## src/rtl/fetch_pkg.sv

```systemverilog
// Shared types and helpers for the instruction fetch front end.
package fetch_pkg;

  localparam int INSTR_W = 32;
  localparam int PC_W    = 32;
  localparam int PC_STEP = 4;
  localparam int ENTRY_W = PC_W + INSTR_W;

  typedef struct packed {
    logic [PC_W-1:0]    pc;
    logic [INSTR_W-1:0] instr;
  } fetch_entry_t;

  function automatic logic pc_is_aligned(input logic [PC_W-1:0] pc);
    return pc[1:0] == 2'b00;
  endfunction

  // Widened by one bit so pc+3 near the top of the address space cannot wrap.
  function automatic logic pc_in_range(input logic [PC_W-1:0] pc,
                                       input logic [PC_W:0]   mem_bytes);
    return ({1'b0, pc} + 33'd3) < mem_bytes;
  endfunction

endpackage

```

## src/rtl/fetch_fifo.sv

```systemverilog
// Synchronous prefetch FIFO with flush; the head entry is read straight from
// the storage registers so it stays stable until popped.
module fetch_fifo
  import fetch_pkg::*;
#(
  parameter int DEPTH = 4
) (
  input  logic                        clk,
  input  logic                        rst_n,
  input  logic                        i_flush,
  input  logic                        i_push,
  input  logic [ENTRY_W-1:0]          i_push_data,
  input  logic                        i_pop,
  output logic [ENTRY_W-1:0]          o_head_data,
  output logic                        o_empty,
  output logic [$clog2(DEPTH):0]      o_count
);

  localparam int AW = $clog2(DEPTH);

  logic [ENTRY_W-1:0] r_mem [DEPTH];
  logic [AW-1:0]      r_rd_ptr;
  logic [AW-1:0]      r_wr_ptr;
  logic [AW:0]        r_count;

  logic w_empty;
  logic w_full;
  logic w_do_pop;
  logic w_do_push;

  assign w_empty   = (r_count == '0);
  assign w_full    = (r_count == (AW+1)'(DEPTH));
  assign w_do_pop  = i_pop & ~w_empty;
  // A full queue still accepts a write when the head leaves in the same cycle.
  assign w_do_push = i_push & (~w_full | w_do_pop);

  always_ff @(posedge clk or negedge rst_n) begin
    if (!rst_n) begin
      r_rd_ptr <= '0;
      r_wr_ptr <= '0;
      r_count  <= '0;
      for (int i = 0; i < DEPTH; i++) begin
        r_mem[i] <= '0;
      end
    end else if (i_flush) begin
      r_rd_ptr <= '0;
      r_wr_ptr <= '0;
      r_count  <= '0;
    end else begin
      if (w_do_push) begin
        r_mem[r_wr_ptr] <= i_push_data;
        r_wr_ptr        <= r_wr_ptr + 1'b1;
      end
      if (w_do_pop) begin
        r_rd_ptr <= r_rd_ptr + 1'b1;
      end
      case ({w_do_push, w_do_pop})
        2'b10:   r_count <= r_count + 1'b1;
        2'b01:   r_count <= r_count - 1'b1;
        default: r_count <= r_count;
      endcase
    end
  end

  assign o_head_data = r_mem[r_rd_ptr];
  assign o_empty     = w_empty;
  assign o_count     = r_count;

endmodule

```

## src/rtl/fetch_controller.sv

```systemverilog
// Instruction fetch sequencer: owns the fetch PC, fills the prefetch queue from
// a combinational memory, handles redirects and flags sticky fetch faults.
// Decode handshake: an entry transfers in any cycle where out_valid and
// out_ready are both high; out_instr/out_pc hold steady while out_valid waits.
module fetch_controller
  import fetch_pkg::*;
#(
  parameter logic [31:0] RESET_PC  = 32'h0000_0000,
  parameter int          DEPTH     = 4,
  parameter int          MEM_BYTES = 1024
) (
  input  logic        clk,
  input  logic        rst_n,
  output logic [31:0] imem_addr,
  input  logic [31:0] imem_data,
  input  logic        redirect_valid,
  input  logic [31:0] redirect_pc,
  output logic        out_valid,
  input  logic        out_ready,
  output logic [31:0] out_instr,
  output logic [31:0] out_pc,
  output logic        fault,
  output logic [31:0] fault_pc
);

  localparam int               AW        = $clog2(DEPTH);
  localparam logic [PC_W:0]    MEM_LIMIT = (PC_W+1)'(MEM_BYTES);

  logic [PC_W-1:0] r_fetch_pc;
  logic            r_fault;
  logic [PC_W-1:0] r_fault_pc;

  logic               w_addr_ok;
  logic               w_fetch_ok;
  logic               w_pop;
  logic               w_push;
  logic               w_empty;
  logic [AW:0]        w_count;
  logic [ENTRY_W-1:0] w_head_data;
  fetch_entry_t       w_head;
  fetch_entry_t       w_new_entry;

  assign w_addr_ok  = pc_is_aligned(r_fetch_pc) & pc_in_range(r_fetch_pc, MEM_LIMIT);
  assign w_fetch_ok = ~r_fault & w_addr_ok;
  assign w_pop      = ~w_empty & out_ready;
  assign w_push     = w_fetch_ok & ((w_count < (AW+1)'(DEPTH)) | w_pop) & ~redirect_valid;

  assign w_new_entry.pc    = r_fetch_pc;
  assign w_new_entry.instr = imem_data;

  fetch_fifo #(
    .DEPTH(DEPTH)
  ) u_fifo (
    .clk         (clk),
    .rst_n       (rst_n),
    .i_flush     (redirect_valid),
    .i_push      (w_push),
    .i_push_data (w_new_entry),
    .i_pop       (w_pop),
    .o_head_data (w_head_data),
    .o_empty     (w_empty),
    .o_count     (w_count)
  );

  // Redirect outranks everything: it restarts fetch and clears any fault.
  always_ff @(posedge clk or negedge rst_n) begin
    if (!rst_n) begin
      r_fetch_pc <= RESET_PC;
      r_fault    <= 1'b0;
      r_fault_pc <= '0;
    end else if (redirect_valid) begin
      r_fetch_pc <= redirect_pc;
      r_fault    <= 1'b0;
    end else begin
      if (w_push) begin
        r_fetch_pc <= r_fetch_pc + PC_W'(PC_STEP);
      end
      if (!r_fault && !w_addr_ok) begin
        r_fault    <= 1'b1;
        r_fault_pc <= r_fetch_pc;
      end
    end
  end

  assign w_head    = fetch_entry_t'(w_head_data);
  assign imem_addr = r_fetch_pc;
  assign out_valid = ~w_empty;
  assign out_instr = w_head.instr;
  assign out_pc    = w_head.pc;
  assign fault     = r_fault;
  assign fault_pc  = r_fault_pc;

endmodule

```

## config.mk

```make
export PLATFORM = sky130hd
export DESIGN_NAME = fetch_controller
export DESIGN_NICKNAME = d
export VERILOG_FILES = /design/src/rtl/fetch_pkg.sv /design/src/rtl/fetch_fifo.sv /design/src/rtl/fetch_controller.sv
export SDC_FILE = /design/constraint.sdc
export NUM_CORES = 1
export LEC_CHECK = 0
export ABC_AREA = 1
export BUFFER_PORTS_ARGS = -buffer_cell sky130_fd_sc_hd__buf_2
export CAP_MARGIN = 20
export CORE_UTILIZATION = 55
export CTS_BUF_LIST = sky130_fd_sc_hd__clkbuf_16
export CTS_CLUSTER_DIAMETER = 30
export DETAILED_ROUTE_END_ITERATION = 10
export PLACE_DENSITY = 0.77
export SYNTH_ARGS = -nofsm -noshare
export SYNTH_HDL_FRONTEND = slang
export SYNTH_SLANG_ARGS = --single-unit
```

## constraint.sdc

```tcl
create_clock -name clk -period 3.5 [get_ports clk]
set_input_delay 0.7 -clock clk [delete_from_list [all_inputs] [get_ports clk]]
set_output_delay 0.7 -clock clk [all_outputs]
set_load 0.1 [all_outputs]
```

Yosys cells after proc, flatten, opt, wreduce, memory -nomap -nowiden
Cells that the tools add are included.
{ "word_totals": {"regBits": 328, "input_bits": 68, "output_inout_bits": 130, "word_cells": 68} }
{ "op_classes": {"add_sub_neg": 6, "magnitude_cmp": 5, "eq_ne": 3, "muxes": 16, "bitwise_logic": 15, "reduce_logical": 13} }
{ "ops": {"columns": ["operator", "count"], "rows": [
  ["bitwise mux 256 bit", 1],
  ["two-way mux 64 bit", 3],
  ["binary-select mux 64 bit (select 2 bit)", 1],
  ["demux 64 bit (select 2 bit)", 1],
  ["two-way mux 32 bit", 2],
  ["adder 32 x 2 -> 33 bit, second input constant", 1],
  ["< comparator 33 x 11 -> 1 bit, second input constant", 1],
  ["adder 32 x 3 -> 32 bit, second input constant", 1],
  ["two-way mux 2 bit", 4],
  ["nonzero test 2 bit", 4],
  ["bitwise AND 1 bit", 7],
  ["greater-or-equal comparator 3 bit, second input constant", 2],
  ["NOT 2 -> 3 bit", 2],
  ["one-hot mux 3 bit (2 select lines)", 1],
  ["adder 2 x 1 -> 2 bit, second input constant", 2],
  ["NOT 1 bit", 4],
  ["AND reduction 2 bit", 2],
  ["adder 3 x 1 -> 3 bit, second input constant", 1],
  ["equality test 3 bit, second input constant", 1],
  ["logical NOT 3 bit", 1],
  ["< comparator 3 x 1 -> 1 bit, second input constant", 1],
  ["< comparator 3 bit, second input constant", 1],
  ["two-way mux 3 bit", 1],
  ["nonzero test 3 bit", 1],
  ["other kinds (8)", 12]
]} }

Longest topological paths before layout
Gate-level depths: netlist of run 1.
{ "logic_depth": {"word_depth": 10, "ltp_mapped": 22, "depth_no_buf": 22} }

Hierarchy
A second synthesis of run 1 with hierarchy kept.
{ "unflattened": {"cells_unflattened": 1838, "hier_area_um2": 15454.8} }
{ "by_module_without_submodules": {"columns": ["module", "n_inst", "cells_per_inst", "area_per_inst_um2", "seq_area_each_um2"], "rows": [
  ["fetch_fifo", 1, 1311, 11725.0, 6581.3],
  ["fetch_controller", 1, 527, 3729.8, 1626.6]
]} }

Least setup slack after synthesis of run 1
OpenSTA, ideal clock, no wires.
{ "synth_path": {"kind": "register to register", "startpoint": "reg r_fetch_pc[3], in the netlist imem_addr[3]", "endpoint": "reg u_fifo.r_count[2], in the netlist u_fifo.o_count[2]", "setup_ps": 83, "t_arrival_ps": 3623, "required_ps": 3417, "setup_slack_ps": -206, "path_stages_with_launch": 21, "path_buffers": 0, "synth_period_minus_slack_ps": 3706, "path_cell_list": "dfrtp_1 > ha_1 > inv_1 > nor2_2 > nand2_2 > nor2_2 > nand3_1 > nand2_1 > nand2_1 > nor2_1 > nand3_1 > nor2_2 > nand4_4 > nand2_1 > inv_1 > fa_1 > xnor2_1 > inv_1 > nand3_1 > nand2_1 > o21ai_0"} }
{ "synth_between": {"elab_chain_len": 10, "word_cells_on_any_way": 12, "classes_between": "add/sub: 1; order compare: 1; eq/ne: 2; mux: 2; bitwise: 5; reduce/logical: 1"} }
{ "synth_rtl": {"columns": ["element", "line_no", "source"], "rows": [
  ["from (decl)", "fetch_controller.sv:29", "logic [PC_W-1:0] r_fetch_pc;"],
  ["from (signal assigned)", "fetch_controller.sv:72", "r_fetch_pc <= redirect_pc;"],
  ["from (signal assigned)", "fetch_controller.sv:76", "r_fetch_pc <= r_fetch_pc + PC_W'(PC_STEP);"],
  ["adder 32 x 2 -> 33 bit (*)", "fetch_pkg.sv:21", "return ({1'b0, pc} + 33'd3) < mem_bytes;"],
  ["< comparator 33 x 11 -> 1 bit (*)", "fetch_pkg.sv:21", null],
  ["bitwise AND 1 bit (*)", "fetch_controller.sv:43", "assign w_addr_ok = pc_is_aligned(r_fetch_pc) & pc_in_range(r_fetch_pc, MEM_LIMIT);"],
  ["bitwise AND 1 bit (*)", "fetch_controller.sv:44", "assign w_fetch_ok = ~r_fault & w_addr_ok;"],
  ["bitwise AND 1 bit (*) (2 in a row)", "fetch_controller.sv:46", "assign w_push = w_fetch_ok & ((w_count < (AW+1)'(DEPTH)) | w_pop) & ~redirect_valid;"],
  ["bitwise AND 1 bit (*)", "fetch_fifo.sv:35", "assign w_do_push = i_push & (~w_full | w_do_pop);"],
  ["equality test 2 x 1 -> 1 bit or equality test 2 bit (tied branches)", "fetch_fifo.sv:57", "case ({w_do_push, w_do_pop})"],
  ["one-hot mux 3 bit (2 select lines)", "fetch_fifo.sv:57", null],
  ["two-way mux 3 bit", "fetch_fifo.sv:45", "end else if (i_flush) begin"],
  ["to (signal assigned)", "fetch_fifo.sv:58", "2'b10: r_count <= r_count + 1'b1;"],
  ["to (signal assigned)", "fetch_fifo.sv:59", "2'b01: r_count <= r_count - 1'b1;"],
  ["to (signal assigned)", "fetch_fifo.sv:60", "default: r_count <= r_count;"],
  ["to (decl)", "fetch_fifo.sv:24", "logic [AW:0] r_count;"]
]} }
Mark *: on every way between the ends. The rest lies on a longest branch, timed or not.
A chain may end at the register's enable or synchronous reset.

Worst setup path after layout of run 1
{ "layout_path": {"startpoint": "reg u_fifo.r_rd_ptr[0]", "endpoint": "out out_pc[2]"} }
{ "layout_between": {"elab_chain_len": 4} }
{ "layout_rtl": {"columns": ["element", "line_no", "source"], "rows": [
  ["from (decl)", "fetch_fifo.sv:22", "logic [AW-1:0] r_rd_ptr;"],
  ["from (signal assigned)", "fetch_fifo.sv:55", "r_rd_ptr <= r_rd_ptr + 1'b1;"],
  ["NOT 2 -> 3 bit (implied by the code)", "fetch_fifo.sv:65", "assign o_head_data = r_mem[r_rd_ptr];"],
  ["binary-select mux 64 bit (select 2 bit)", "fetch_fifo.sv:65", null],
  ["two-way mux 64 bit (implied by the code) (2 in a row)", "fetch_fifo.sv:65", null],
  ["to (decl)", "fetch_controller.sv:21", "output logic [31:0] out_pc,"]
]} }
Every way passes these cells. The select of a mux whose other input is x is not followed.

==> results of run 1 <==
## routing by layer
layer,track usage [%],share of wire [%],wire [um]
met5,0,0,0
met4,11.87,3.2,1285
met3,4.123,6.2,2499
met2,48.65,48,19320
met1,40.27,43,17320
## power groups by stage
stage | Combinational [uW] | Sequential [uW] | Clock [uW]
after floorplan | 2910 | 4700 | 0
after global placement | 4860 | 4080 | 0
after detailed placement | 4880 | 4080 | 0
after CTS | 4910 | 4020 | 6060
after global routing | 5130 | 4030 | 6260
final | 4920 | 4020 | 6000
## final cells by class
cell class / count / area [um^2]
clock inverters: 50 / 634.4
inverters: 154 / 580.6
repair buffers: 232 / 1917
multi-input cells: 1235 / 5524
well taps: 335 / 419.2
diodes: 3 / 7.507
clock buffers: 60 / 1501
flip-flops and latches: 328 / 8219
fillers: 1934 / 7403
## how the worst max path moves through the flow
stage / startpoint / to / slack (ns) / depth (start not counted)
floorplan: imem_addr[4] / u_fifo.o_count[2] / 0.003 / 19
global placement: imem_addr[3] / u_fifo.o_count[2] / 0.49 / 20
detailed placement: imem_addr[3] / u_fifo.o_count[2] / 0.34 / 20
CTS: u_fifo.r_rd_ptr[0] / out_pc[2] / 0.18 / 5
global route: imem_addr[3] / u_fifo.o_count[2] / 0.03 / 20
finish: u_fifo.r_rd_ptr[0] / out_pc[2] / 0.18 / 5
## worst max-delay path, stage by stage (launching register included)
cell and delay, ns:
sky130_fd_sc_hd__dfrtp_4 0.50, sky130_fd_sc_hd__inv_4 0.46, sky130_fd_sc_hd__buf_12 0.34, sky130_fd_sc_hd__o21ai_0 0.15
sky130_fd_sc_hd__o22ai_1 0.38, sky130_fd_sc_hd__buf_12 0.23
## Yosys cell counts (7+ instances only)
master                     instances  area share (%)
sky130_fd_sc_hd__xor2_1            7            0.41
sky130_fd_sc_hd__clkbuf_1         64             1.6
sky130_fd_sc_hd__dfrtp_1         328              56
sky130_fd_sc_hd__inv_1           149             3.8
sky130_fd_sc_hd__nand2_1         452              11
sky130_fd_sc_hd__buf_4            14            0.71
sky130_fd_sc_hd__o21ai_1         126             4.3
sky130_fd_sc_hd__o22ai_1          41             1.7
sky130_fd_sc_hd__buf_2            29            0.98
sky130_fd_sc_hd__nor2_1          279             7.1
sky130_fd_sc_hd__nor2_2            8            0.34
sky130_fd_sc_hd__o21ai_0         156             5.3
sky130_fd_sc_hd__a21oi_1         118             4.0
sky130_fd_sc_hd__nand3_1          21            0.71
## state kept, by name (all words and copies together), names as in the netlist
register / count
fault: 1
u_fifo.r_wr_ptr: 2
u_fifo.o_count: 3
imem_addr: 32
u_fifo.r_mem: 256
fault_pc: 32
u_fifo.r_rd_ptr: 2
## logic make-up after synthesis
kind of cell	after synthesis	share of synthesized area (%)
buffers and inverters	263	7.279
AOI/OAI and AO/OA	448	15.68
DFF	328	55.52
adders and majority gates	6	0.5586
xor gates and xnor gates	9	0.5333
and+or+nand+nor	770	20.27
muxes	2	0.1523
## stage by stage
step	cells	instance area [um^2]
floorplan	1826	14790
global placement	2284	16630
detailed placement	2284	16630
CTS	2394	18770
global route	2397	18800
finish	2397	18800
## what timing repair did
action                     CTS  global route
gates resized for setup      0             5
setup buffers                0             0
setup endpoints to repair    0             1
==> impl_metrics.sql, run 1 <==
INSERT INTO impl_metrics (metric_group, metric, value, unit) VALUES
('route', 'postRouteAntennaNets', '0', ''),
('critical_path', 'worst-r2r-setup-slack', '0.28', 'ns'),
('placed_design', 'dpl.hpwl', '24080', 'um'),
('die', 'num_io_pins', '198', ''),
('timing', 'final_max_slew_viol_count', '0', ''),
('timing', 'finalWorstPathRequiredPeriod', '3.322', 'ns'),
('critical_path', 'crit_path_start_kind', 'flip-flop', ''),
('pwr', 'p_int', '8984', 'uW'),
('global_route', 'global_route.usage.total', '29.72', '%'),
('global_route', 'grt_max_degree', '106', ''),
('pwr', 'power.net_switching', '5964', 'uW'),
('pwr', 'sw_frac_of_total', '39.90', '%'),
('synth', 'edff_count_synth', '0', ''),
('synth', 'synth.distinct_cells', '28', ''),
('synth', 'netlist_area_before_placement', '14780', 'um^2'),
('timing', 'timing.clock.skew', '0.02864', 'ns'),
('synth', 'post_synth.cell_area_avg', '8.096', 'um^2'),
('route', 'vias_per_inst', '5.518', ''),
('critical_path', 'critical_path_maximum_fanout', '65', ''),
('timing', 'rsz0062_at_grt', 'no', ''),
('synth', 'seq_area_frac_synth', '55.52', '%'),
('timing', 'timing.slew.headroom', '43.03', '%'),
('critical_path', 'regToRegEndpoint', 'u_fifo.o_count[2]', ''),
('global_route', 'first_pass_grt_wire_length', '66470', 'um'),
('die', 'fp.dieArea', '27540', 'um^2'),
('route', 'drc', '7', ''),
('cells_and_area', 'finalCoreUtilization', '71.75', '%'),
('pwr', 'power.clock.fraction', '40.1', '%'),
('cells_and_area', 'most-common-layout-cells', 'sky130_fd_sc_hd__nand2_1 (452), sky130_fd_sc_hd__dfrtp_1 (321), sky130_fd_sc_hd__nor2_1 (278)', ''),
('synth', 'ys_ff_latch', '328', ''),
('timing', 'final.hold.worst_slack', '0.1109', 'ns'),
('clock_tree', 'numClockSinks', '328', ''),
('pwr', 'power.combinational.fraction', '32.9', '%'),
('placed_design', 'buffer_ports.inserted', '197', ''),
('synth', 'dominantRegCellSynth', 'sky130_fd_sc_hd__dfrtp_1', ''),
('die', 'core_area', '26210', 'um^2'),
('clock_tree', 'ctsHoldBuffers', '0', ''),
('critical_path', 'crit_required', '2.80', 'ns'),
('clock_tree', 'ctsLongestPathBuffers', '3', ''),
('die', 'die_width', '165.9', 'um'),
('timing', 'setup_viol_count_final', '0', ''),
('route', 'drt-wirelength-per-cell', '16.87', 'um'),
('synth', 'synthesis.instances', '1826', ''),
('clock_tree', 'clk-insertion-delay-late', '0.57', 'ns'),
('placed_design', 'globalplace.congestion', '0.9806', ''),
('run_status', 'violations', 'design-rule violations', ''),
('timing', 'worst_pin_slew', '0.8537', 'ns'),
('critical_path', 'startpoint_to_endpoint_class_of_the_critical_path', 'reg -> out', ''),
('critical_path', 'reg2reg_from', 'imem_addr[3]', ''),
('route', 'first_iter_violations', '1518', ''),
('job', 'drv_cap', '0', ''),
('route', 'vias', '13227', ''),
('pwr', 'irDropWorstVdd', '0.0005772', 'V'),
('synth', 'async_flop_share', '100.0', '%'),
('run_status', 'status', 'complete, but fails checks', ''),
('pwr', 'power_per_cell_area', '795.0', 'nW/um^2'),
('pwr', 'seq_power_share', '26.9', '%'),
('hold_path', 'worst_hold_path_type', 'in -> async', ''),
('cells_and_area', 'drive_gt1_share', '17.87', '%'),
('die', 'die_height', '165.9', 'um'),
('clock_tree', 'number_of_cts_inserted_buffers', '59', ''),
('global_route', 'via_count_of_the_first_global_routing_pass', '13003', ''),
('clock_tree', 'cts_tree', 'done', ''),
('critical_path', 'rr_worst_depth', '22', ''),
('critical_path', 'worstPathArrival', '2.62', 'ns'),
('route', 'finalWirelength', '40430', 'um'),
('route', 'number_of_optimization_iterations_in_the_first_detailed_route_pass', '8', ''),
('clock_tree', 'cts-root-buf', 'sky130_fd_sc_hd__clkbuf_16', ''),
('cells_and_area', 'area_growth', '27.19', '%'),
('pwr', 'p_leak', '0.01009', 'uW'),
('timing', 'timing.fmax', '0.3011', 'GHz');
Note: power is estimated with default switching activity, not from simulation.
==> run 2, diff against run 1 <==
--- a/config.mk
+++ b/config.mk
@@ -12,7 +12,8 @@
 export CTS_BUF_LIST = sky130_fd_sc_hd__clkbuf_16
 export CTS_CLUSTER_DIAMETER = 30
 export DETAILED_ROUTE_END_ITERATION = 10
-export PLACE_DENSITY = 0.77
+export PLACE_DENSITY = 0.76
 export SYNTH_ARGS = -nofsm -noshare
 export SYNTH_HDL_FRONTEND = slang
+export SYNTH_HIERARCHICAL = 1
 export SYNTH_SLANG_ARGS = --single-unit
==> constraint.sdc (replaced) <==
create_clock -name clk -period 3.5 [get_ports clk]
set_input_delay 0.525 -clock clk [delete_from_list [all_inputs] [get_ports clk]]
set_output_delay 0.525 -clock clk [all_outputs]
set_load 0.1 [all_outputs]
==> impl_metrics.sql, run 2 <==
INSERT INTO impl_metrics (metric_group, metric, value, unit) VALUES
('run_status', 'status', 'complete, but fails checks', ''),
('run_status', 'violations', 'negative hold slack', ''),
('route', 'finalWirelength', '40280', 'um'),
('placed_design', 'globalplace.congestion', '0.9428', ''),
('clock_tree', 'numClockSinks', '328', ''),
('critical_path', 'rr_worst_depth', '23', ''),
('clock_tree', 'ctsLongestPathBuffers', '3', ''),
('die', 'rows', '60', ''),
('timing', 'final_max_slew_viol_count', '0', ''),
('clock_tree', 'clk-insertion-delay-late', '0.57', 'ns'),
('global_route', 'via_count_of_the_first_global_routing_pass', '13032', ''),
('die', 'die_width', '169.6', 'um'),
('timing', 'rsz0062_at_grt', 'no', ''),
('timing', 'timing.clock.skew', '0.02732', 'ns'),
('clock_tree', 'h-tree-depth', '3', ''),
('critical_path', 'critical_path_maximum_fanout', '48', ''),
('job', 'drv_cap', '0', ''),
('cells_and_area', 'sequential_cell_area', '8257', 'um^2'),
('critical_path', 'crit_path_start_kind', 'flip-flop', ''),
('synth', 'post_synth.cell_area_avg', '8.408', 'um^2'),
('cells_and_area', 'area_growth', '21.44', '%'),
('synth', 'synthesis.instances', '1838', ''),
('critical_path', 'reg2reg_from', 'imem_addr[2]', ''),
('cells_and_area', 'multiInputGateArea', '5979', 'um^2'),
('placed_design', 'worst_slack_placed', '0.1472', 'ns'),
('timing', 'timing.slew.headroom', '50.22', '%'),
('pwr', 'sw_frac_of_total', '40.39', '%'),
('global_route', 'number_of_antenna_violations_at_the_first_check_in_global_routing', '1', ''),
('cells_and_area', 'mostFrequentLayoutCell', 'sky130_fd_sc_hd__nand2_1', ''),
('pwr', 'irDropWorstVdd', '0.0006369', 'V'),
('global_route', 'global_route.overflow_total', '0', ''),
('route', 'postRouteAntennaNets', '0', ''),
('clock_tree', 'cts_tree', 'done', ''),
('synth', 'yosysTopAreaCellShare', '53.11', '%'),
('timing', 'setup_viol_count_final', '0', ''),
('cells_and_area', 'largest_reg_flops', '256', ''),
('die', 'die_height', '169.6', 'um'),
('synth', 'most_frequent_cell_after_synthesis', 'sky130_fd_sc_hd__nand2_1', ''),
('critical_path', 'regToRegEndpoint', 'u_fifo/o_count[2]', ''),
('pwr', 'power.clock.fraction', '42.9', '%'),
('timing', 'total_negative_slack_for_setup_checks', '0', 'ns'),
('synth', 'seq_area_frac_synth', '53.11', '%'),
('synth', 'synth.yosys.warnings', '6', ''),
('synth', 'synth_top_cells_by_count', 'sky130_fd_sc_hd__nand2_1 (508), sky130_fd_sc_hd__o21ai_0 (356), sky130_fd_sc_hd__dfrtp_1 (328)', ''),
('clock_tree', 'number_of_cts_inserted_buffers', '72', ''),
('timing', 'finalCritPeriodShare', '92.45', '%'),
('cells_and_area', 'num_antenna_cells', '0', ''),
('critical_path', 'worst-r2r-setup-slack', '0.30', 'ns'),
('timing', 'worst_slack', '0.2641', 'ns'),
('synth', 'netlist_area_before_placement', '15450', 'um^2'),
('critical_path', 'startpoint_to_endpoint_class_of_the_critical_path', 'reg -> out', ''),
('timing', 'worst_pin_slew', '0.7467', 'ns'),
('timing', 'final.hold.worst_slack', '-0.02221', 'ns'),
('clock_tree', 'cts.reportedPaths.clkPinSlew', '0.04', 'ns'),
('route', 'vias_per_inst', '5.478', ''),
('route', 'drt-wirelength-per-cell', '16.46', 'um'),
('cells_and_area', 'registers.top_by_ff_count', 'u_fifo/r_mem', ''),
('timing', 'hold_viol_final', '9', ''),
('critical_path', 'maximum_single_stage_delay_on_the_critical_path', '0.58', 'ns'),
('pwr', 'power.net_switching', '6043', 'uW'),
('cells_and_area', 'most-common-layout-cells', 'sky130_fd_sc_hd__nand2_1 (508), sky130_fd_sc_hd__o21ai_0 (356), sky130_fd_sc_hd__dfrtp_1 (295)', ''),
('cells_and_area', 'num-nets-final', '2091', ''),
('route', 'vias', '13409', ''),
('global_route', 'first_pass_grt_wire_length', '66120', 'um'),
('synth', 'edff_count_synth', '0', ''),
('synth', 'synth_top_area_cell', 'sky130_fd_sc_hd__dfrtp_1', ''),
('die', 'num_io_pins', '198', ''),
('critical_path', 'crit_required', '2.97', 'ns'),
('cells_and_area', 'layout.cell_area.non_filler', '18770', 'um^2'),
('pwr', 'p_int', '8918', 'uW'),
('route', 'number_of_optimization_iterations_in_the_first_detailed_route_pass', '6', ''),
('synth', 'syn_nets', '1912', ''),
('placed_design', 'detailed_place.area', '16390', 'um^2'),
('global_route', 'global_route.usage.total', '28.75', '%'),
('pwr', 'power_per_cell_area', '797.1', 'nW/um^2'),
('pwr', 'power.combinational.fraction', '29.5', '%'),
('pwr', 'seq_power_share', '27.6', '%'),
('die', 'starting_density_of_the_core', '56.71', '%'),
('die', 'fp.dieArea', '28770', 'um^2'),
('critical_path', 'cpMaxStageDelayCell', 'sky130_fd_sc_hd__dfrtp_2', ''),
('critical_path', 'worstPathArrival', '2.71', 'ns'),
('critical_path', 'crit_chain', 'buf_4, o21ai_0, o22ai_1, buf_2', ''),
('placed_design', 'dpl.hpwl', '23990', 'um'),
('synth', 'synth.top_cells.by_area', 'sky130_fd_sc_hd__dfrtp_1 (53%), sky130_fd_sc_hd__nand2_1 (12%), sky130_fd_sc_hd__o21ai_0 (12%), sky130_fd_sc_hd__nor2_1 (4.4%), sky130_fd_sc_hd__buf_6 (4.0%)', ''),
('global_route', 'grt_max_degree', '129', ''),
('hold_path', 'worst_hold_path_type', 'in -> async', ''),
('synth', 'synth.distinct_cells', '32', ''),
('cells_and_area', 'fin_cells', '2448', ''),
('cells_and_area', 'fill_cells', '2167', ''),
('clock_tree', 'cts-root-buf', 'sky130_fd_sc_hd__clkbuf_16', ''),
('placed_design', 'buffer_ports.inserted', '197', ''),
('critical_path', 'timing.critical_path.to_type', 'primary output', ''),
('clock_tree', 'ctsHoldBuffers', '0', ''),
('route', 'drc', '0', ''),
('timing', 'timing.fmax', '0.3090', 'GHz'),
('synth', 'async_flop_share', '100.0', '%'),
('timing', 'finalWorstPathRequiredPeriod', '3.236', 'ns'),
('synth', 'ys_ff_latch', '328', ''),
('route', 'first_iter_violations', '1066', ''),
('die', 'core_area', '27250', 'um^2'),
('synth', 'dominantRegCellSynth', 'sky130_fd_sc_hd__dfrtp_1', ''),
('placed_design', 'dp.cells', '2314', ''),
('cells_and_area', 'drive_gt1_share', '19.03', '%'),
('pwr', 'p_leak', '0.009353', 'uW');
[run 2: worst max-delay path, delay by kind of cell, from the launching register on]
kind                   cells  cell delay [ns]
AO/OA/AOI/OAI              2             0.51
buffers and inverters      2             1.06
flip-flops                 1             0.58
[run 2: stage by stage]
step,utilization [%],power [uW]
after floorplan,-,7696
after global placement,60.14,8539
after detailed placement,60.14,8561
after CTS,68.77,15020
after global routing,68.87,15460
final,68.87,14960
[run 2: cells by family (layout without fill, tap and decap cells)]
logic type | after synthesis | after routing | synth area share [%]
simple gates | 795 | 795 | 21.24
fa+ha+maj | 6 | 6 | 0.5343
buf+inv | 218 | 456 | 8.428
compound gates | 483 | 483 | 16.23
xor+xnor | 8 | 8 | 0.4534
flops | 328 | 328 | 53.11
[run 2: how the worst max path moves through the flow]
stage	from	depth (start not counted)	slack [ns]	endpoint
CTS	imem_addr[2]	23	0.14	u_fifo/o_count[2]
finish	u_fifo/r_rd_ptr[1]	4	0.26	out_pc[9]
detailed placement	imem_addr[2]	23	0.15	u_fifo/o_count[2]
global placement	imem_addr[2]	23	0.22	u_fifo/o_count[2]
global route	imem_addr[2]	23	0.0006	u_fifo/o_count[2]
floorplan	imem_addr[7]	23	0.02	u_fifo/o_count[2]
[run 2: repair_timing]
action	in CTS	in global routing
gates resized for setup	0	4
endpoints found under the setup margin	0	50
setup buffers	0	1
[run 2: final cells by class]
cell class | instances | share of cell area [%]
Timing Repair Buffer | 222 | 7.107
Clock buffer | 72 | 9.600
Inverter | 101 | 2.033
Multi-Input combinational cell | 1292 | 31.86
Clock inverter | 61 | 2.927
Sequential cell | 328 | 43.99
Tap cell | 372 | 2.480
[run 2: layer usage]
| metal | vias up | wire length [um] | GRT usage [%] |
|---|---|---|---|
| li1 | 6407 | - | - |
| met1 | 6347 | 17650 | 39.61 |
| met2 | 589 | 18660 | 45.10 |
| met3 | 64 | 3235 | 6.530 |
| met4 | 2 | 721 | 9.401 |
| met5 | - | 13 | 0 |
[run 2: power groups by stage]
stage / registers, uW / clock network (uW) / logic [uW]
2_1_floorplan: 4760 / 0 / 2930
3_3_place_gp: 4160 / 0 / 4380
3_5_place_dp: 4170 / 0 / 4390
4_1_cts: 4120 / 6500 / 4400
5_1_grt: 4140 / 6700 / 4620
6_report: 4130 / 6420 / 4410
==> run 3, diff against run 2 <==
==> constraint.sdc (replaced) <==
create_clock -name clk -period 3.75 [get_ports clk]
set_input_delay 0.5625 -clock clk [delete_from_list [all_inputs] [get_ports clk]]
set_output_delay 0.5625 -clock clk [all_outputs]
set_load 0.1 [all_outputs]
==> impl_metrics.sql, run 3 (synthesized netlist as in run 2, its figures left out) <==
INSERT INTO impl_metrics (metric_group, metric, value, unit) VALUES
('run_status', 'status', 'completed', ''),
('global_route', 'via_count_of_the_first_global_routing_pass', '13258', ''),
('die', 'rows', '60', ''),
('critical_path', 'rr_worst_depth', '19', ''),
('route', 'vias_per_inst', '5.524', ''),
('route', 'first_iter_violations', '1284', ''),
('global_route', 'grt_max_degree', '130', ''),
('timing', 'timing.fmax', '0.2983', 'GHz'),
('global_route', 'global_route.overflow_total', '0', ''),
('clock_tree', 'cts.repair_timing.setup_buffer_count', '0', ''),
('critical_path', 'critical_path_maximum_fanout', '78', ''),
('global_route', 'busiest_layer', 'met2', ''),
('route', 'drt-wirelength-per-cell', '16.46', 'um'),
('timing', 'finalWorstPathRequiredPeriod', '3.353', 'ns'),
('timing', 'timing.clock.skew', '0.02228', 'ns'),
('die', 'starting_density_of_the_core', '56.71', '%'),
('route', 'drc', '0', ''),
('critical_path', 'startpoint_to_endpoint_class_of_the_critical_path', 'reg -> reg', ''),
('timing', 'final_max_slew_viol_count', '0', ''),
('clock_tree', 'number_of_cts_inserted_buffers', '72', ''),
('die', 'num_io_pins', '198', ''),
('cells_and_area', 'drive_gt1_share', '19.31', '%'),
('critical_path', 'crit_path_frequent_cell', 'sky130_fd_sc_hd__nand2_1', ''),
('placed_design', 'dpl.hpwl', '23510', 'um'),
('pwr', 'fin_total_pwr', '14540', 'uW'),
('critical_path', 'critical_path_depth', '19', ''),
('critical_path', 'worstPathArrival', '3.74', 'ns'),
('cells_and_area', 'mostFrequentLayoutCell', 'sky130_fd_sc_hd__nand2_1', ''),
('pwr', 'irDropWorstVdd', '0.0006530', 'V'),
('critical_path', 'crit_path_start_kind', 'flip-flop', ''),
('cells_and_area', 'most-common-layout-cells', 'sky130_fd_sc_hd__nand2_1 (508), sky130_fd_sc_hd__o21ai_0 (356), sky130_fd_sc_hd__dfrtp_1 (301)', ''),
('timing', 'hold_viol_final', '0', ''),
('route', 'vias', '13528', ''),
('cells_and_area', 'area_growth', '22.39', '%'),
('cells_and_area', 'registers.top_by_ff_count', 'u_fifo/r_mem', ''),
('global_route', 'global_route.usage.total', '28.90', '%'),
('timing', 'rsz0062_at_grt', 'no', ''),
('timing', 'worst_pin_slew', '0.8022', 'ns'),
('pwr', 'power_per_cell_area', '768.4', 'nW/um^2'),
('critical_path', 'crit_buf_inv', '2', ''),
('critical_path', 'timing.critical_path.to_type', 'flip-flop', ''),
('pwr', 'p_leak', '0.009415', 'uW'),
('clock_tree', 'cts_repair_resize_count', '0', ''),
('placed_design', 'globalplace.congestion', '0.8837', ''),
('route', 'postRouteAntennaNets', '0', ''),
('clock_tree', 'clk-insertion-delay-late', '0.57', 'ns'),
('critical_path', 'crit_required', '4.13', 'ns'),
('timing', 'total_negative_slack_for_setup_checks', '0', 'ns'),
('clock_tree', 'cts_tree', 'done', ''),
('timing', 'setup_viol_count_final', '0', ''),
('timing', 'timing.slew.headroom', '46.52', '%'),
('clock_tree', 'ctsLongestPathBuffers', '3', ''),
('cells_and_area', 'layout.cell_area.non_filler', '18920', 'um^2'),
('global_route', 'number_of_antenna_violations_at_the_first_check_in_global_routing', '0', ''),
('die', 'die_height', '169.6', 'um'),
('cells_and_area', 'num_antenna_cells', '0', ''),
('critical_path', 'crit_chain', 'nand2_1, nor2_1, nand2_1, nor2_1, nand2_1, nand2_1, nand2_1, nor2_1, nand3_1, nor2_4, nand4_4, nor2_1, buf_4, nand2_4, nor2_8, nand2_4, buf_4, nand2_1, o21ai_0', ''),
('clock_tree', 'cts.reportedPaths.clkPinSlew', '0.05', 'ns'),
('cells_and_area', 'largest_reg_flops', '256', ''),
('clock_tree', 'cts-root-buf', 'sky130_fd_sc_hd__clkbuf_16', ''),
('global_route', 'met3_usage', '5.434', '%'),
('route', 'finalWirelength', '40300', 'um'),
('global_route', 'first_pass_grt_wire_length', '66650', 'um'),
('clock_tree', 'numClockSinks', '328', ''),
('global_route', 'groute.layer.met2.usage', '46.20', '%'),
('critical_path', 'path_delay_family', 'simple AND/OR/NAND/NOR gates', ''),
('job', 'drv_cap', '0', ''),
('critical_path', 'cpMaxStageDelayCell', 'sky130_fd_sc_hd__dfrtp_2', ''),
('placed_design', 'buffer_ports.inserted', '197', ''),
('die', 'fp.dieArea', '28770', 'um^2'),
('timing', 'finalCritPeriodShare', '89.41', '%'),
('global_route', 'met1_usage', '39.55', '%'),
('placed_design', 'detailed_place.area', '16330', 'um^2'),
('die', 'core_area', '27250', 'um^2'),
('hold_path', 'worst_hold_path_type', 'in -> async', ''),
('critical_path', 'maximum_single_stage_delay_on_the_critical_path', '0.51', 'ns'),
('clock_tree', 'h-tree-depth', '3', ''),
('route', 'number_of_optimization_iterations_in_the_first_detailed_route_pass', '5', ''),
('clock_tree', 'ctsHoldBuffers', '0', ''),
('cells_and_area', 'num-nets-final', '2091', ''),
('die', 'die_width', '169.6', 'um');
[run 3: metrics by stage]
step / setup slack (ns) / util [%] / hold slack, ns / cells
3_3_place_gp: 0.4681 / 59.94 / 0.4496 / 2315
6_report: 0.3972 / 69.41 / 0.04650 / 2449
4_1_cts: 0.3920 / 69.36 / 0.07483 / 2449
3_5_place_dp: 0.4023 / 59.94 / 0.4569 / 2315
2_1_floorplan: 0.003396 / - / 0.2669 / 1838
5_1_grt: 0.07239 / 69.41 / 0.1133 / 2449
[run 3: layout make-up]
class,count,area (um^2)
Tap cell,372,465.4
Clock inverter,60,714.4
Clock buffer,74,1852
Fill cell,2178,8335
Sequential cell,328,8247
Timing Repair Buffer,222,1296
Inverter,101,381.6
Multi-Input combinational cell,1292,5959
[run 3: final timing paths]
check / from / end / slack, ns
max: imem_addr[14] / u_fifo/r_mem[227] / 0.40
min: rst_n / u_fifo/r_mem[218] / 0.05
max reg2reg: imem_addr[14] / u_fifo/r_mem[227] / 0.40
min reg2reg: fault_pc[6] / fault_pc[6] / 0.47
max in group asynchronous: rst_n / imem_addr[24] / 2.70
min in group clk: redirect_pc[20] / imem_addr[20] / 0.21
[run 3: report_power, final]
part           internal (uW)  total, uW  switching, uW
clock                   4510       6580           2070
sequential              3660       3820            154
combinational            661       4140           3480
[run 3: per-layer routing]
layer | share of wire [%] | wire length [um]
met3 | 7.8 | 3161
met1 | 43 | 17500
met4 | 2.1 | 850
met2 | 47 | 18790
met5 | 0 | 0
